File: config.mk
export PLATFORM = sky130hd
export DESIGN_NAME = ibwt_decoder
export DESIGN_NICKNAME = d
export VERILOG_FILES = /design/src/rtl/ibwt_decoder.sv
export SDC_FILE = /design/constraint.sdc
export NUM_CORES = 2
export LEC_CHECK = 0
export ABC_AREA = 1
export BUFFER_PORTS_ARGS = -buffer_cell sky130_fd_sc_hd__clkbuf_2
export CAP_MARGIN = 0
export CORE_ASPECT_RATIO = 0.7
export CORE_MARGIN = 2
export CORE_UTILIZATION = 35
export DETAILED_ROUTE_END_ITERATION = 12
export MAX_ROUTING_LAYER = met4
export PLACE_DENSITY_LB_ADDON = 0.05
export SYNTH_ARGS = -nofsm -noshare
export SYNTH_HDL_FRONTEND = slang
export SYNTH_SLANG_ARGS = --single-unit
File: constraint.sdc
create_clock -name clk -period 70.1 [get_ports clk]
set_clock_uncertainty 0.1 [all_clocks]
set_input_delay 10.515 -clock clk [delete_from_list [all_inputs] [get_ports clk]]
set_output_delay 10.515 -clock clk [all_outputs]
set_load 0.01 [all_outputs]
File: src/rtl/ibwt_decoder.sv
// ibwt_decoder: inverse Burrows-Wheeler transform by walking the LF mapping
module ibwt_decoder #(
    parameter int STRING_LEN = 8,
    parameter int IDX_W = $clog2(STRING_LEN)
) (
    input  logic             clk,
    input  logic             rst,
    input  logic             start,
    input  logic [IDX_W-1:0] primary_idx,
    input  logic             in_valid,
    output logic             in_ready,
    input  logic [7:0]       in_data,
    output logic             out_valid,
    input  logic             out_ready,
    output logic [7:0]       out_data,
    output logic [IDX_W-1:0] out_idx,
    output logic             busy,
    output logic             done,
    output logic             err
);
    typedef enum logic [2:0] {IDLE, LOAD, PREFIX, WALK, DONE} state_t;
    localparam logic [IDX_W-1:0] LAST = IDX_W'(STRING_LEN - 1);

    state_t state_q, state_d;
    logic [IDX_W-1:0] p_q, p_d, wcnt_q, wcnt_d, j_q, j_d, out_idx_q, out_idx_d, j_nx;
    logic [IDX_W:0] acc_q, acc_d;
    logic [7:0] c_q, c_d, out_data_q, out_data_d;
    logic in_ready_q, in_ready_d, out_valid_q, out_valid_d;
    logic busy_q, busy_d, done_q, done_d, err_q, err_d;
    logic ld_we, pf_we;
    logic [7:0] lbuf_q [STRING_LEN];
    logic [IDX_W-1:0] rank_q [STRING_LEN];
    logic [IDX_W:0] occ_q [256];
    logic [IDX_W:0] ctab_q [256];

    // next-state, datapath and registered-output computation
    always_comb begin
        state_d = state_q;
        p_d = p_q;
        wcnt_d = wcnt_q;
        j_d = j_q;
        acc_d = acc_q;
        c_d = c_q;
        in_ready_d = in_ready_q;
        out_valid_d = out_valid_q;
        out_data_d = out_data_q;
        out_idx_d = out_idx_q;
        busy_d = busy_q;
        done_d = 1'b0;
        err_d = err_q;
        ld_we = 1'b0;
        pf_we = 1'b0;
        j_nx = IDX_W'(ctab_q[lbuf_q[j_q]] + {1'b0, rank_q[j_q]});
        case (state_q)
            IDLE: if (start) begin
                p_d = primary_idx;
                wcnt_d = '0;
                err_d = int'(primary_idx) >= STRING_LEN;
                busy_d = !err_d;
                done_d = err_d;
                in_ready_d = !err_d;
                state_d = err_d ? DONE : LOAD;
            end
            LOAD: if (in_valid && in_ready_q) begin
                ld_we = 1'b1;
                wcnt_d = wcnt_q + IDX_W'(1);
                if (wcnt_q == LAST) begin
                    in_ready_d = 1'b0;
                    c_d = '0;
                    acc_d = '0;
                    state_d = PREFIX;
                end
            end
            PREFIX: begin
                pf_we = 1'b1;
                acc_d = acc_q + occ_q[c_q];
                c_d = c_q + 8'd1;
                j_d = p_q;
                state_d = (c_q == 8'hff) ? WALK : PREFIX;
            end
            WALK: if (!out_valid_q) begin
                out_valid_d = 1'b1;
                out_data_d = lbuf_q[j_q];
                out_idx_d = LAST;
            end else if (out_ready) begin
                if (out_idx_q == '0) begin
                    out_valid_d = 1'b0;
                    busy_d = 1'b0;
                    done_d = 1'b1;
                    state_d = DONE;
                end else begin
                    j_d = j_nx;
                    out_data_d = lbuf_q[j_nx];
                    out_idx_d = out_idx_q - IDX_W'(1);
                end
            end
            DONE: state_d = IDLE;
            default: state_d = IDLE;
        endcase
    end

    // control and output registers
    always_ff @(posedge clk or posedge rst) begin
        if (rst) begin
            state_q <= IDLE;
            p_q <= '0;
            wcnt_q <= '0;
            j_q <= '0;
            acc_q <= '0;
            c_q <= '0;
            in_ready_q <= 1'b0;
            out_valid_q <= 1'b0;
            out_data_q <= '0;
            out_idx_q <= '0;
            busy_q <= 1'b0;
            done_q <= 1'b0;
            err_q <= 1'b0;
        end else begin
            state_q <= state_d;
            p_q <= p_d;
            wcnt_q <= wcnt_d;
            j_q <= j_d;
            acc_q <= acc_d;
            c_q <= c_d;
            in_ready_q <= in_ready_d;
            out_valid_q <= out_valid_d;
            out_data_q <= out_data_d;
            out_idx_q <= out_idx_d;
            busy_q <= busy_d;
            done_q <= done_d;
            err_q <= err_d;
        end
    end

    // symbol histogram: counts during load, self-clears during the prefix pass
    always_ff @(posedge clk or posedge rst) begin
        if (rst) for (int i = 0; i < 256; i++) occ_q[i] <= '0;
        else if (ld_we) occ_q[in_data] <= occ_q[in_data] + (IDX_W+1)'(1);
        else if (pf_we) occ_q[c_q] <= '0;
    end

    // L column, per-byte ranks and exclusive prefix sums
    always_ff @(posedge clk) begin
        if (ld_we) begin
            lbuf_q[wcnt_q] <= in_data;
            rank_q[wcnt_q] <= occ_q[in_data][IDX_W-1:0];
        end
        if (pf_we) ctab_q[c_q] <= acc_q;
    end

    assign in_ready = in_ready_q;
    assign out_valid = out_valid_q;
    assign out_data = out_data_q;
    assign out_idx = out_idx_q;
    assign busy = busy_q;
    assign done = done_q;
    assign err = err_q;
endmodule

# Yosys cells after proc, flatten, opt, wreduce, memory -nomap -nowiden
# Memories as Yosys holds them, arrays and structs flattened.
# Cells that the tools add are included.
# Widths: inputs -> output; s select.
totals:
  ff_bits: 1063
  ram_bits: 1112
  inputBits: 16
  out_inout_bits: 16
  word_cells: 379
  memories: 3
mem_list:
  columns: ["name", "words", "word_bits", "read_ports", "rd_ports_with_merged_regs", "wr", "line", "source"]
  rows:
  - ["ctab_q", 256, 4, 1, 0, 1, "34", "logic [IDX_W:0] ctab_q [256];"]
  - ["lbuf_q", 8, 8, 2, 0, 1, "31", "logic [7:0] lbuf_q [STRING_LEN];"]
  - ["rank_q", 8, 3, 1, 0, 1, "32", "logic [IDX_W-1:0] rank_q [STRING_LEN];"]
op_classes:
  add_sub_neg: 6
  order_cmp: 4
  n_eq_ne: 14
  muxes: 62
  n_bitwise: 4
  reduce_logical: 18
ops:
  columns: ["op", "count"]
  rows:
  - ["$mux 1024", 2]
  - ["$and 1024x1024->1024", 1]
  - ["$bwmux 1024", 1]
  - ["$not 1024->1024", 1]
  - ["$bmux 4 s8", 2]
  - ["$demux 4 s8", 2]
  - ["$mux 3", 14]
  - ["$mux 8", 5]
  - ["$mux 4", 8]
  - ["$mux 1", 21]
  - ["$ge 9x9->1 const B", 2]
  - ["$lt 9x1->1 const B", 2]
  - ["$ne 2x2->1 const B", 9]
  - ["$not 8->9", 2]
  - ["$pmux 8 s2", 1]
  - ["$pmux 3 s2", 2]
  - ["$pmux 3 s4", 1]
  - ["$reduce_bool 2->1", 5]
  - ["$reduce_and 3->1", 3]
  - ["$add 8x1->8 const B", 1]
  - ["$eq 8x8->1 const B", 1]
  - ["$pmux 4 s2", 1]
  - ["$reduce_and 4->1", 2]
  - ["$eq 3x2->1 const B", 2]
  - ["13 further kinds", 17]

# Longest topological paths before layout
logic_depth:
  depth_word: 9
  depth_mapped: 32
  mapped_depth_nobuf: 26

# Worst setup path before layout
# Ideal clock, no wire load.
synth_timing:
  path_kind: "input to register"
  start: "input port in_data[0]"
  end: "register occ_q[141] (netlist bit)"
  setup_time_ns: 0.121
  arrival_time_ns: 13.655
  t_required_ns: 69.879
  setup_slack_ns: 56.224
  stages: 15
  path_buffers: 7
  path_cell_list: "nor2_2 > buf_4 > buf_2 > buf_2 > buf_2 > buf_1 > a22oi_1 > a21oi_1 > nor4_1 > o311a_1 > o2111ai_1 > ha_1 > clkbuf_1 > clkbuf_1 > a22o_1"
synth_via:
  elab_chain_len: 7
  word_cells_on_any_way: 12
  classes_between: "add/sub (1); order compare (2); mux (7); bitwise (1); reduce/logical (1)"
synth_rtl:
  columns: ["item", "line", "source"]
  rows:
  - ["start, declared", "12", "input logic [7:0] in_data,"]
  - ["$not 8->9 (implied by the code) (*)", "138", "else if (ld_we) occ_q[in_data] <= occ_q[in_data] + (IDX_W+1)'(1);"]
  - ["$bmux 4 s8, or another cell as far along", "138", null]
  - ["$mux 4 / $logic_and 1x1->1 (equally long branches)", null, null]
  - ["$mux 4 (on tied branches)", null, null]
  - ["$add 4x1->4 / $demux 4 s8 (equally long branches)", "138", null]
  - ["$bwmux 1024 (*)", "138", null]
  - ["$mux 1024 (*)", "138", null]
  - ["end signal, assigned by index", "138", null]
  - ["end, declared", "33", "logic [IDX_W:0] occ_q [256];"]
# Mark *: on every way between the ends. The rest lies on a longest branch, timed or not. The select of a mux whose other input is x is not followed.
# A chain may end at the register's enable or synchronous reset.

# Worst setup path in the final report
layout_timing:
  start: "input port in_data[3]"
  end: "register occ_q[189] (netlist bit)"
# Same word-level chain as after synthesis.

==> impl_results.md <==
- Post-CTS Setup Repair Bufs: 0
- Vias in the first global route: 70538
- First-pass GRT wire length: 538100 um
- CP Cell Sequence: clkbuf_2, nor2_2, buf_4, inv_2, buf_4, buf_4, a21oi_1, nor4_1, o22ai_1, nor2_1, o2111ai_1, nor2_4, nand2_1, ha_4, buf_4, buf_4, a22o_1
- Slowest stage cell on the critical path: ha_4
- CP peak stage delay: 1240 ps
- Setup Viol. Count Final: 0
- CTS tree: built
- Vias per cell: 6.006
- IO buf count: 30
- Crit Path Category: in -> reg
- Ys flop type: edfxtp_1
- # fillers: 23738
- Hold Path Class: reg -> reg
- Total of max-cap violations: 0
- Worst-path clk slew: 60 ps
- Seq cells post-synth: 1662
- CTS buffer count: 188
- Cts hold-fix bufs: 0
- H-tree depth: 4
- Largest net degree at the start of global routing: 159
- Via count: 75702
- Number of DRC markers in iteration 0: 10834
- Initial Utilization: 0.3528
- Mapped cell area: 0.08327 mm^2
- Die Width: 587.0 um
- CP max FO: 70
- Clock sinks: 1662
- Fin. max-slew vios: 0
- Initial antenna violation count: 35
- Total track usage: 0.3136
- Syn nets: 9603
- Pre-antenna DRT Iters: 7
- Crit path top cell by count: buf_4
- Fmax: 52.49 MHz
- Rows: 149
- Yosys warns: 0
- Worst slew pin tran: 1287 ps
- CP Launch Type: primary input
- Nets@finish: 9292
- Detailed placement HPWL: 235600 um
- Reg area: 0.04589 mm^2
- Combined area of the multi-input logic cells: 0.03343 mm^2
- Total power: 0.003895 W
- Leak pwr: 37.60 nW
- Mapped Cells: 9574
- Slew HR: 0.1340
- Post-CTS sizing: 0
- PwrDens: 42.17 mW/mm^2
- Sequential share of the synthesized area: 0.5509
- Clk buf depth: 4
- Die height: 412.1 um
- CP endpoint kind: register
- Final min period: 19050 ps
- Worst vdd ir: 0.06138 mV
- Final period util: 0.2718
- Final WL: 378400 um
- Post-synth EDFFs: 856
- Leading cell type in the layout, fill and taps excluded: nand2_1
- I/O pin count: 32
- Critical Path AT: 19710 ps
- Required @ worst endpoint: 70760 ps
- DR WL/cell: 30.02 um
- Grt total ovfl: 0
- Avg Cell Area, Syn: 8.697 um^2
- Post-DRT Antenna Nets: 0
- Post-route DRC: 0
- Async set or reset register ratio after synthesis: 0.4850
- Total negative slack: 0 ps
- Root Driver: clkbuf_16
- Yosys cell types: 57
- Final hold violation count: 0
- GP Congestion: 0.9242
- Die area: 0.2419 mm^2
- Layout cell share with drive strength beyond 1: 0.06346
- Status: complete, no violations
- Core Box Area: 0.2360 mm^2
- RSZ-0062 raised after global routing: no
- Commonest non-fill, non-tap cells in the layout: 2672 x nand2_1, 1012 x nand3_1, 876 x nor2_1
- Finished Core Util: 0.3913
- Clock insertion delay at the later pin of the skew report: 870 ps
- Area grow syn2layout: 10.91%
cells by family after synthesis:
family          count (synthesis)  synth area share
flops                        1662            0.5509
compound gates               1973            0.1511
simple gates                 4916            0.2450
buf+inv                      1007           0.05061
fa+ha+maj                      13          0.002134
xor+xnor                        2         0.0002104
other cells                     1        0.00004503
metrics by stage:
step | setup WS [ps] | cell area (um^2) | cells | hold WS [ps]
floorplan | 36850 | 83270 | 9574 | 342.4
global placement | 50820 | 86180 | 12244 | 378.4
detailed placement | 50720 | 86180 | 12244 | 373.5
CTS | 51510 | 92290 | 12579 | 389.4
global route | 50870 | 92350 | 12604 | 414.7
finish | 51050 | 92360 | 12605 | 391.1
final timing paths:
kind / cells past startpoint / to / slack [ps] / from
max in group asynchronous: 5 / occ_q[938] / 57110 / rst
worst min register to register: 2 / occ_q[186] / 390 / occ_q[186]
worst max-delay path: 17 / occ_q[189] / 51050 / in_data[3]
min in group asynchronous: 2 / occ_q[212] / 9720 / rst
worst max register to register: 27 / out_data[2] / 61320 / j_q[0]
worst min-delay path: 2 / occ_q[186] / 390 / occ_q[186]
critical path, delay by kind of cell:
kind | cells | cell delay [ps]
AND/OR/NAND/NOR | 5 | 2860
adder cells (fa/ha/maj) | 1 | 1240
AO/OA/AOI/OAI | 4 | 1240
buffers and inverters | 7 | 3560
power breakdown:
part | internal, W | switching (W)
combinational | 0.000411 | 0.00131
sequential | 0.00111 | 0.0000397
clock | 0.000585 | 0.000434
total | 0.00211 | 0.00179
cell usage after synthesis (9+ instances only):
master | n | area share
nand2_1 | 2679 | 0.12
nand3_1 | 1018 | 0.061
nor2_1 | 891 | 0.040
edfxtp_1 | 856 | 0.31
dfrtp_1 | 806 | 0.24
o21ai_0 | 727 | 0.044
clkbuf_1 | 386 | 0.017
a22oi_1 | 376 | 0.034
a22o_1 | 274 | 0.029
o22ai_1 | 265 | 0.020
inv_1 | 236 | 0.011
buf_2 | 225 | 0.014
a21oi_1 | 211 | 0.013
nor3_1 | 195 | 0.012
buf_1 | 91 | 0.0041
nand3b_1 | 63 | 0.0057
o211ai_1 | 32 | 0.0029
clkinv_1 | 28 | 0.0013
nand4_1 | 28 | 0.0021
buf_4 | 24 | 0.0022
nor4_1 | 21 | 0.0016
a32o_1 | 19 | 0.0023
a221oi_1 | 13 | 0.0014
ha_1 | 11 | 0.0017
a41oi_1 | 9 | 0.00095
or2_2 | 9 | 0.00068
registers in the layout (all words and copies together), names as in the netlist, 3 cells and up:
name and cells:
wcnt_q 3, ctab_q 768, out_idx 3, rank_q 24, occ_q 768, c_q 8, out_data 8, p_q 3
lbuf_q 64, j_q 3, state_q 3, acc_q 3
layer usage:
layer	global-route usage	vias to the layer above	routed length (um)
met2	0.4246	4305	153300
li1	-	32865	-
met4	0.09846	0	12470
met3	0.08747	602	42750
met1	0.4482	37930	169900
met5	-	-	0
layout make-up:
cell class                      count  area share
Tap cell                         3171     0.04296
Clock buffer                      252     0.05717
Sequential cell                  1662      0.4969
Clock inverter                     83    0.008968
Multi-Input combinational cell   6905      0.3620
Inverter                          273     0.01184
Antenna cell                       26   0.0007045
Timing Repair Buffer              233     0.01948
Power figures use the tool's default switching activity.
